**config.mk**
```make
export PLATFORM = sky130hd
export DESIGN_NAME = alu_muldiv
export DESIGN_NICKNAME = d
export VERILOG_FILES = /design/src/rtl/alu_muldiv.sv
export SDC_FILE = /design/constraint.sdc
export NUM_CORES = 1
export LEC_CHECK = 0
export BUFFER_PORTS_ARGS = -buffer_cell sky130_fd_sc_hd__buf_2
export CORE_ASPECT_RATIO = 1.2
export CORE_MARGIN = 5
export CORE_UTILIZATION = 30
export DETAILED_ROUTE_END_ITERATION = 8
export PLACE_DENSITY = 0.49
export REMOVE_ABC_BUFFERS = 1
export SLEW_MARGIN = 10
export SYNTH_ARGS = -nofsm -noshare
export SYNTH_HDL_FRONTEND = slang
export SYNTH_SLANG_ARGS = --single-unit
```
**constraint.sdc**
```tcl
create_clock -name clk -period 7.5 [get_ports clk]
set_input_delay 1.125 -clock clk [delete_from_list [all_inputs] [get_ports clk]]
set_output_delay 1.125 -clock clk [all_outputs]
set_load 0.05 [all_outputs]
```
**src/rtl/alu_muldiv.sv**
```systemverilog
// Execute-stage ALU with registered result/Zero; 1-cycle ops finish in one edge, mul/div iterate WIDTH edges.
// busy is high while iterating; start is ignored then, and the in-flight op completes untouched.
module alu_muldiv #(
    parameter int WIDTH = 32
) (
    input  logic             clk,
    input  logic             rst_n,
    input  logic             start,
    input  logic [3:0]       ALU_Control,
    input  logic [WIDTH-1:0] src_A,
    input  logic [WIDTH-1:0] src_B,
    output logic [WIDTH-1:0] out,
    output logic             Zero,
    output logic             busy,
    output logic             done
);
    localparam int SHW = $clog2(WIDTH);
    localparam int CW  = $clog2(WIDTH) + 1;

    typedef enum logic [1:0] {IDLE, RUN, DONE} state_t;

    state_t           state_q, state_d;
    logic [CW-1:0]    cnt_q, cnt_d;
    logic             div_q, div_d;
    logic             hi_q, hi_d;
    logic [WIDTH-1:0] opnd_q, opnd_d;
    logic [WIDTH:0]   acc_q, acc_d;
    logic [WIDTH-1:0] lo_q, lo_d;
    logic [WIDTH-1:0] out_q, out_d;
    logic             zero_q, zero_d;

    logic [SHW-1:0]   shamt;
    logic [WIDTH-1:0] fast_res;
    logic             is_iter;
    logic [WIDTH:0]   mul_sum;
    logic [WIDTH:0]   div_sh;
    logic [WIDTH:0]   div_diff;
    logic [WIDTH:0]   acc_step;
    logic [WIDTH-1:0] lo_step;
    logic [WIDTH-1:0] iter_res;

    assign shamt   = src_B[SHW-1:0];
    assign is_iter = (ALU_Control >= 4'd10) && (ALU_Control <= 4'd13);

    always_comb begin
        fast_res = '0;
        case (ALU_Control)
            4'b0000: fast_res = src_A + src_B;
            4'b0001: fast_res = src_A - src_B;
            4'b0010: fast_res = src_A & src_B;
            4'b0011: fast_res = src_A | src_B;
            4'b0100: fast_res = src_A ^ src_B;
            4'b0101: fast_res = {{(WIDTH-1){1'b0}}, ($signed(src_A) < $signed(src_B))};
            4'b0110: fast_res = {{(WIDTH-1){1'b0}}, (src_A < src_B)};
            4'b0111: fast_res = src_A << shamt;
            4'b1000: fast_res = src_A >> shamt;
            4'b1001: fast_res = $signed(src_A) >>> shamt;
            default: fast_res = '0;
        endcase
    end

    // Shared iteration registers: acc is the product high half or the partial
    // remainder; lo is the multiplier being shifted out or the dividend/quotient.
    always_comb begin
        mul_sum  = {1'b0, acc_q[WIDTH-1:0]} + (lo_q[0] ? {1'b0, opnd_q} : '0);
        div_sh   = {acc_q[WIDTH-1:0], lo_q[WIDTH-1]};
        div_diff = div_sh - {1'b0, opnd_q};
        if (div_q) begin
            if (!div_diff[WIDTH]) begin
                acc_step = div_diff;
                lo_step  = {lo_q[WIDTH-2:0], 1'b1};
            end else begin
                acc_step = div_sh;
                lo_step  = {lo_q[WIDTH-2:0], 1'b0};
            end
        end else begin
            acc_step = {1'b0, mul_sum[WIDTH:1]};
            lo_step  = {mul_sum[0], lo_q[WIDTH-1:1]};
        end
        iter_res = hi_q ? acc_step[WIDTH-1:0] : lo_step;
    end

    always_comb begin
        state_d = state_q;
        cnt_d   = cnt_q;
        div_d   = div_q;
        hi_d    = hi_q;
        opnd_d  = opnd_q;
        acc_d   = acc_q;
        lo_d    = lo_q;
        out_d   = out_q;
        zero_d  = zero_q;
        case (state_q)
            IDLE, DONE: begin
                if (start) begin
                    if (is_iter) begin
                        div_d   = ALU_Control[2];
                        hi_d    = ALU_Control[0];
                        opnd_d  = ALU_Control[2] ? src_B : src_A;
                        lo_d    = ALU_Control[2] ? src_A : src_B;
                        acc_d   = '0;
                        cnt_d   = CW'(WIDTH);
                        state_d = RUN;
                    end else begin
                        out_d   = fast_res;
                        zero_d  = (fast_res == '0);
                        state_d = DONE;
                    end
                end else begin
                    state_d = IDLE;
                end
            end
            RUN: begin
                acc_d = acc_step;
                lo_d  = lo_step;
                cnt_d = cnt_q - CW'(1);
                if (cnt_q == CW'(1)) begin
                    out_d   = iter_res;
                    zero_d  = (iter_res == '0);
                    state_d = DONE;
                end
            end
            default: state_d = IDLE;
        endcase
    end

    always_ff @(posedge clk) begin
        if (!rst_n) begin
            state_q <= IDLE;
            cnt_q   <= '0;
            div_q   <= 1'b0;
            hi_q    <= 1'b0;
            opnd_q  <= '0;
            acc_q   <= '0;
            lo_q    <= '0;
            out_q   <= '0;
            zero_q  <= 1'b1;
        end else begin
            state_q <= state_d;
            cnt_q   <= cnt_d;
            div_q   <= div_d;
            hi_q    <= hi_d;
            opnd_q  <= opnd_d;
            acc_q   <= acc_d;
            lo_q    <= lo_d;
            out_q   <= out_d;
            zero_q  <= zero_d;
        end
    end

    assign out  = out_q;
    assign Zero = zero_q;
    assign busy = (state_q == RUN);
    assign done = (state_q == DONE);

endmodule

```
# After elaboration in Yosys (flattened, before gate mapping)
# Index checks and enable logic that the tools add are counted.
[word_totals]
regBits = 139
inputBits = 71
out_inout_bits = 35
elab_cells = 80
[op_classes]
n_addsub = 5
shift = 3
muxes = 30
n_lt_le_gt_ge = 4
n_reduce_logical = 10
n_bitwise = 3
eq_ne = 16
[ops]
columns = ["op", "count"]
rows = [
  ["32-bit 2-to-1 mux", 14],
  ["32-bit case mux with 10 select lines", 1],
  ["32-bit case mux with 2 select lines", 3],
  ["32-bit logical NOT", 2],
  ["32-bit < comparator", 2],
  ["32-bit by 32-bit adder with 33-bit output", 1],
  ["33-bit by 32-bit subtractor with 33-bit output", 1],
  ["32-bit adder", 1],
  ["32-bit AND", 1],
  ["32-bit OR", 1],
  ["32-bit by 5-bit << shifter with 32-bit output", 1],
  ["32-bit by 5-bit right shift with 32-bit output", 1],
  ["32-bit by 5-bit >>> shifter with 32-bit output", 1],
  ["32-bit subtractor", 1],
  ["32-bit XOR", 1],
  ["4-bit by 3-bit equality test with 1-bit output, second input constant", 4],
  ["6-bit 2-to-1 mux", 2],
  ["6-bit case mux with 2 select lines", 1],
  ["4-bit by 2-bit equality test with 1-bit output, second input constant", 2],
  ["4-bit equality test, second input constant", 2],
  ["6-bit by 1-bit equality test with 1-bit output, second input constant", 1],
  ["2-bit 2-to-1 mux", 3],
  ["2-bit inequality test, second input constant", 3],
  ["3-bit AND reduction", 2],
  ["16 further kinds", 19],
]

# Longest topological paths before layout
# Gate-level depths: netlist of run 1.
[depth]
ltp_word = 7
mapped_depth = 20
ltp_nobuf = 16

# Worst setup path before layout of run 1
# Ideal clock, no wire load.
[synth_timing]
kind = "input to register"
from = "in src_B[2]"
to = "reg zero_q, in the netlist Zero"
t_arrival_ns = 6.131
n_path_buf = 6
setup_ns = 0.074
stages = 20
setup_slack_ns = 1.295
required_time_ns = 7.426
cell_sequence = "clkbuf_1 > inv_2 > buf_2 > clkbuf_1 > buf_1 > buf_1 > ha_1 > buf_2 > a21o_1 > a221o_1 > a32o_1 > nor2_1 > o211ai_1 > or4_1 > or4_1 > or4_1 > nor4_1 > nand4b_1 > or3_1 > a31oi_1"
[synth_between]
elab_chain_cells = 6
word_cells_on_any_way = 15
classes_between = "add/sub (2); order compare (2); shift (3); mux (4); bitwise (3); reduce/logical (1)"
[synth_rtl]
columns = ["item", "line_no", "text"]
rows = [
  ["from (decl)", "11", "input logic [WIDTH-1:0] src_B,"],
  ["32-bit subtractor (tied with other cells)", "49", "4'b0001: fast_res = src_A - src_B;"],
  ["32-bit case mux with 10 select lines (*)", "47", "case (ALU_Control)"],
  ["32-bit logical NOT (*)", "106", "zero_d = (fast_res == '0);"],
  ["1-bit 2-to-1 mux (*)", "96", "if (is_iter) begin"],
  ["1-bit 2-to-1 mux (*)", "95", "if (start) begin"],
  ["1-bit case mux with 2 select lines (*)", "93", "case (state_q)"],
  ["to (signal assigned)", "147", "zero_q <= zero_d;"],
  ["to (decl)", "30", "logic zero_q, zero_d;"],
]
# Every way passes the cells marked *; elsewhere a longest branch is shown, timed or not. The select of a mux whose other input is x is not followed.
# A chain may end at the register's enable or synchronous reset.

# Worst setup path in the final report of run 1
[layout_timing]
from = "in src_B[0]"
to = "reg zero_q, in the netlist Zero"
# Same word-level chain as after synthesis.

==> results of run 1 <==
-- power breakdown --
part / internal, mW / switching (mW)
clock: 0.470 / 0.407
combinational: 0.478 / 1.01
sequential: 0.775 / 0.0381
-- Yosys cell counts (all sizes together) (51+ instances only) --
library cell	number	area share
nor2	369	0.063
nand2	260	0.045
a21oi	251	0.058
o21ai	193	0.044
clkbuf	190	0.033
ha	166	0.095
inv	162	0.028
dfxtp	139	0.13
mux2i	128	0.059
nand3	94	0.022
o211ai	82	0.028
a211oi	76	0.026
mux2	59	0.030
nor3	59	0.014
buf	54	0.012
o22ai	51	0.015
-- sequential cells by signal (all words and copies together) (netlist names) --
signal,cells
hi_q,1
lo_q,32
Zero,1
out,32
state_q,2
cnt_q,6
acc_q,32
div_q,1
opnd_q,32
-- critical path: stages --
cell       delay [ps]
buf_4             400
ha_1              270
inv_1              60
fa_1              390
nor2b_1           160
o21ai_0           480
nand2_1           150
a2111oi_0         470
o211ai_1          170
or4_1             540
or4_1             460
or4_1             500
nor4_1            520
nand4b_1          150
or3_1             360
a31oi_1           150
-- layer usage --
| layer | up-vias | part of all wire |
|---|---|---|
| met5 | - | 0.00062 |
| met4 | 4 | 0.070 |
| met3 | 330 | 0.066 |
| met2 | 1282 | 0.46 |
| met1 | 12100 | 0.40 |
| li1 | 11400 | - |
-- placed cells by master, fill, tap and decap left out, types with 28 or more instances in the layout --
cell type  Yosys  final
nand2b_1      30     28
o31ai_1       28     28
a221oi_1      37     37
and2_1        46     46
inv_1        159    158
a21o_1        36     36
nor3_1        59     59
a21oi_1      251    251
nand3_1       94     94
mux2i_1      127    127
nand4_1       31     31
o21ai_0      192    192
xnor2_1       37     37
nand2_1      260    260
buf_2         21    103
o211ai_1      82     82
nor2_1       369    368
mux4_2        38     38
dfxtp_1      139    138
o22ai_1       51     51
a211oi_1      76     76
a31oi_1       44     44
buf_4          0     59
mux2_2        59     59
nor2b_1       31     30
ha_1         166    166
-- stage by stage --
step                       util  instances  area [µm²]  hold slack (ps)
after floorplan               -       2853       20800              444
after global placement    0.320       3954       23100              438
after detailed placement  0.320       3955       23100              443
after CTS                 0.328       3987       23700              453
after global routing      0.328       3989       23700              476
final                     0.328       3992       23700              452
-- area by class of cell --
type | instances | area, µm² | share of cell area
diodes | 5 | 12.5 | 0.000528
inverters | 164 | 618 | 0.0261
multi-input cells | 2550 | 17500 | 0.738
flip-flops and latches | 139 | 2790 | 0.118
clock inverters | 14 | 146 | 0.00618
clock buffers | 18 | 429 | 0.0181
well taps | 935 | 1170 | 0.0494
repair buffers | 167 | 1040 | 0.0440
-- worst paths after layout --
check	to	start	depth (start not counted)
setup reg to reg	Zero	lo_q[31]	16
hold reg to reg	out[21]	out[21]	2
hold / removal	out[21]	out[21]	2
setup / recovery	Zero	src_B[0]	16
-- cell families after synthesis --
kind of cell,synth area share
simple gates,0.224
buf+inv,0.0732
xor+xnor,0.0253
compound gates,0.318
mux,0.133
flops,0.128
fa+ha+maj,0.0988
==> results.sh, run 1 <==
export IMPL_syn_inst=3097
export IMPL_synth_seq_cells=139
export IMPL_start_util=0.302
export IMPL_grt_pass1_wl_um=161000
export IMPL_cts_reportedPaths_clkPinSlew_ps=70
export IMPL_hold_viol_final=0
export IMPL_hold_buffers=0
export IMPL_reg2reg_setup_slack_ps=1530
export IMPL_fin_crit_sh=0.800
export IMPL_synth_cell_types=85
export IMPL_critPathMaxFanout=32
export IMPL_drv_slew=0
export IMPL_clock_skew_ps=15.9
export IMPL_cellPowerDensity_nw_per_um2=134
export IMPL_yosysWarnings=0
export IMPL_final_nets=3280
export IMPL_synthFlopType="dfxtp_1"
export IMPL_wl_per_cell_um=27.5
export IMPL_cts_setup_buffers=0
export IMPL_drive_gt1_frac=0.114
export IMPL_setup_slack_ps=1500
export IMPL_p_total_mw=3.18
export IMPL_leakage_nw=9.60
export IMPL_tritoncts="yes"
export IMPL_synthArstFlopShare=0
export IMPL_gr_total_overflow=0
export IMPL_netlist_area_um2=21800
export IMPL_setup_viol=0
export IMPL_grt_pass1_vias=23900
export IMPL_clock_sinks=139
export IMPL_maxCapViolCount=0
export IMPL_worstSetupPathType="input pin to flop"
export IMPL_rsz0062_at_grt="false"
export IMPL_dpl_worst_slack_ps=1080
export IMPL_syn2layout_area_growth_pct=8.61
export IMPL_met3_usage=0.0284
export IMPL_cts_max_level=4
export IMPL_required_ps=7890
export IMPL_drt_iter0_drc=2951
export IMPL_place_hpwl_um=85400
export IMPL_clk_path_buf_depth=2
export IMPL_grt_max_degree=79
export IMPL_outcome="finished, final reports clean"
export IMPL_std_cell_rows=108
export IMPL_fin_crit_ps=6000
export IMPL_postCtsResizedCells=0
export IMPL_drtAntennaViolNets=0
export IMPL_synth_avg_cell_area_um2=7.05
export IMPL_antenna_found_initial=7
export IMPL_use_met2=0.445
export IMPL_cp_start_kind="input pin"
export IMPL_cts_root_buffer="clkbuf_16"
export IMPL_drc_errors=0
export IMPL_via_per_inst=6.30
export IMPL_fillers=7977
export IMPL_maxSlewHeadroom=0.152
export IMPL_port_buffers=105
export IMPL_num_io_pins=106
export IMPL_dr_pass1_iters=6
export IMPL_die_height_um=305
export IMPL_vdd_drop_max_mv=0.145
export IMPL_gp_congestion=1.04
export IMPL_synth_edf_count=0
export IMPL_cts_buffers=17
export IMPL_die_area_um2=78300
export IMPL_finalSetupTns_ps=0
export IMPL_end_kind="flop"
export IMPL_grt_busiest_layer="met2"
export IMPL_max_freq_ghz=0.167
export IMPL_vias=25100
export IMPL_hold_class="flop to flop"
export IMPL_clk_latency_ps=460
export IMPL_die_w_um=256
export IMPL_worst_pin_slew_ps=1260
export IMPL_routed_wl_um=110000
export IMPL_grtUsageMet1=0.330
export IMPL_grt_total_usage=0.265
export IMPL_arrival_ps=6390
export IMPL_synth_seq_area_share=0.128
export IMPL_core_area_um2=72300
Power figures use the tool's default switching activity.
==> run 2: changes to the inputs <==
--- a/config.mk
+++ b/config.mk
@@ -5,12 +5,13 @@
 export SDC_FILE = /design/constraint.sdc
 export NUM_CORES = 1
 export LEC_CHECK = 0
+export ABC_AREA = 1
 export BUFFER_PORTS_ARGS = -buffer_cell sky130_fd_sc_hd__buf_2
 export CORE_ASPECT_RATIO = 1.2
 export CORE_MARGIN = 5
 export CORE_UTILIZATION = 30
 export DETAILED_ROUTE_END_ITERATION = 8
-export PLACE_DENSITY = 0.49
+export PLACE_DENSITY = 0.5
 export REMOVE_ABC_BUFFERS = 1
 export SLEW_MARGIN = 10
 export SYNTH_ARGS = -nofsm -noshare
==> constraint.sdc (replaced) <==
create_clock -name clk -period 4.8 [get_ports clk]
set_input_delay 0.72 -clock clk [delete_from_list [all_inputs] [get_ports clk]]
set_output_delay 0.72 -clock clk [all_outputs]
set_load 0.05 [all_outputs]
==> results.sh, run 2 <==
export IMPL_outcome="finished, final reports clean"
export IMPL_hold_viol_final=0
export IMPL_reg2reg_setup_slack_ps=840
export IMPL_maxSlewHeadroom=0.248
export IMPL_arrival_ps=4360
export IMPL_final_common_cell="nand2_1"
export IMPL_synth_cell_types=50
export IMPL_clkPwrFrac=0.290
export IMPL_drtAntennaViolNets=0
export IMPL_whs_path_depth=2
export IMPL_syn2layout_area_growth_pct=9.59
export IMPL_final_nets=4384
export IMPL_clk_latency_ps=460
export IMPL_vias=27700
export IMPL_clock_sinks=139
export IMPL_setup_viol=0
export IMPL_dp_cells=5059
export IMPL_synth_top_area_cell="nand2_1"
export IMPL_dr_pass1_iters=7
export IMPL_drive_gt1_frac=0.0710
export IMPL_synth_top_area_frac=0.255
export IMPL_syn_inst=4133
export IMPL_synth_area_leaders="nand2_1 (25%), dfxtp_1 (13%), ha_1 (9.5%), nand3_1 (9.2%), inv_1 (7.7%)"
export IMPL_cts_max_level=4
export IMPL_postCtsResizedCells=0
export IMPL_cts_root_buffer="clkbuf_16"
export IMPL_worstSetupPathType="flop to flop"
export IMPL_synth_edf_count=0
export IMPL_cellPowerDensity_nw_per_um2=209
export IMPL_clk_path_buf_depth=2
export IMPL_rsz0062_at_grt="false"
export IMPL_hold_start="out[26]"
export IMPL_netlist_area_um2=22000
export IMPL_start_util=0.303
export IMPL_seq_power_share=0.253
export IMPL_die_w_um=257
export IMPL_p_int_mw=2.65
export IMPL_switching_share=0.474
export IMPL_fin_crit_ps=3960
export IMPL_synth_seq_area_share=0.127
export IMPL_synth_most_common_cell="nand2_1"
export IMPL_hold_class="flop to flop"
export IMPL_fillers=8489
export IMPL_tritoncts="yes"
export IMPL_drv_slew=0
export IMPL_switching_power_mw=2.39
export IMPL_std_cell_rows=108
export IMPL_via_per_inst=5.44
export IMPL_worst_pin_slew_ps=1130
export IMPL_grt_max_degree=89
export IMPL_synth_avg_cell_area_um2=5.32
export IMPL_fin_crit_sh=0.825
export IMPL_ys_top_cells_by_count="nand2_1 (1,492), inv_1 (450), nand3_1 (402), nor2_1 (330), a21oi_1 (270)"
export IMPL_wl_per_cell_um=23.3
export IMPL_grt_total_usage=0.286
export IMPL_cts_setup_buffers=0
export IMPL_required_ps=5200
export IMPL_end_kind="flop"
export IMPL_grt_pass1_vias=26800
export IMPL_routed_wl_um=118000
export IMPL_critPathMaxFanout=29
export IMPL_gp_congestion=1.06
export IMPL_num_io_pins=106
export IMPL_clock_skew_ps=14.5
export IMPL_cts_buffers=17
export IMPL_antenna_found_initial=1
export IMPL_cts_reportedPaths_clkPinSlew_ps=70
export IMPL_drc_errors=0
export IMPL_yosysWarnings=0
export IMPL_p_total_mw=5.04
export IMPL_maxCapViolCount=0
export IMPL_hold_buffers=0
export IMPL_stdcell_count=5091
export IMPL_p_comb_frac=0.456
export IMPL_core_area_um2=72400
export IMPL_final_cell_mix="nand2_1 (1,491), inv_1 (448), nand3_1 (402)"
export IMPL_hold_path_end="out[26]"
export IMPL_port_buffers=105
export IMPL_synth_seq_cells=139
export IMPL_leakage_nw=12.2
export IMPL_worstReg2RegStart="lo_q[31]"
export IMPL_gr_total_overflow=0
export IMPL_place_hpwl_um=98000
export IMPL_max_freq_ghz=0.252
export IMPL_ff2ff_path_depth=25
export IMPL_die_height_um=306
export IMPL_die_area_um2=78800
export IMPL_cp_start_kind="flop"
export IMPL_synthFlopType="dfxtp_1"
export IMPL_drt_iter0_drc=2687
export IMPL_vdd_drop_max_mv=0.175
export IMPL_synthArstFlopShare=0
export IMPL_r2r_end="Zero"
export IMPL_grt_pass1_wl_um=171000
## run 2: cell types whose count changed in the layout (fill, tap and decap cells not counted), sizes merged, moves of 53 or more
| cell | change |
|---|---|
| nand2 | +1251 |
| nand3 | +322 |
| inv | +292 |
| mux2i | -125 |
| o21ai | +73 |
| mux2 | -59 |
| a211oi | -53 |
## run 2: metal layers
layer,GRT usage,vias up,share of wire
met5,0,-,0
met3,0.0261,269,0.051
met4,0.186,0,0.077
met2,0.507,1089,0.49
met1,0.328,12800,0.39
li1,-,13500,-
## run 2: cell families after synthesis
group | count (synthesis) | synth area share
and+or+nand+nor | 2401 | 0.457
adders and majority gates | 170 | 0.0982
AOI/OAI and AO/OA | 758 | 0.195
muxes | 3 | 0.00137
DFF | 139 | 0.127
buffers and inverters | 647 | 0.115
xor gates and xnor gates | 15 | 0.00598
## run 2: worst max-delay path, stage by stage (launching register included)
cell     delay, ps
dfxtp_1        300
inv_1          210
ha_1           240
inv_1          120
fa_1           460
nand3_1        110
nand3_2        110
nand2_2         80
nand2_2        110
nand2_2        100
nand2_4         80
nand2_4        110
nand3_4        160
nand2_4        380
nand2_1        130
nand3_2         90
nand3_1        120
nand2_1        270
nand2_1         80
nor2_1         170
nand2_1         90
nor2_1         100
nand2_1         80
nand2_1         60
nand2_1         50
nand2_1         60
## run 2: power groups by stage
stage | clock network [mW] | registers, mW | logic, mW
floorplan | 0 | 1.35 | 1.28
global placement | 0 | 1.30 | 2.26
detailed placement | 0 | 1.30 | 2.25
CTS | 1.49 | 1.28 | 2.26
global route | 1.52 | 1.29 | 2.49
finish | 1.46 | 1.28 | 2.30
## run 2: metrics by stage
stage,TNS (ps),utilization,hold slack [ps],area (µm²),worst slack [ps]
global placement,0,0.324,451,23500,514
global route,0,0.333,479,24100,621
CTS,0,0.332,463,24100,907
detailed placement,0,0.324,453,23500,596
finish,0,0.333,461,24100,840
floorplan,-314290,-,453,21200,-4500
## run 2: worst max path at each step
stage               endpoint            from  depth (start not counted)
global placement        Zero        src_A[9]                         24
finish                  Zero        lo_q[31]                         25
detailed placement      Zero        src_A[9]                         24
global route            Zero        lo_q[31]                         25
floorplan           cnt_q[1]  ALU_Control[2]                          8
CTS                     Zero        lo_q[31]                         25
## run 2: area by class of cell
type                    instances  area [µm²]  share of cell area
multi-input cells            3347       16700               0.692
diodes                          1        2.50            0.000104
clock inverters                14         185             0.00769
inverters                     460        1730              0.0718
repair buffers                178        1110              0.0462
flip-flops and latches        139        2780               0.116
well taps                     935        1170              0.0486
clock buffers                  17         425              0.0177
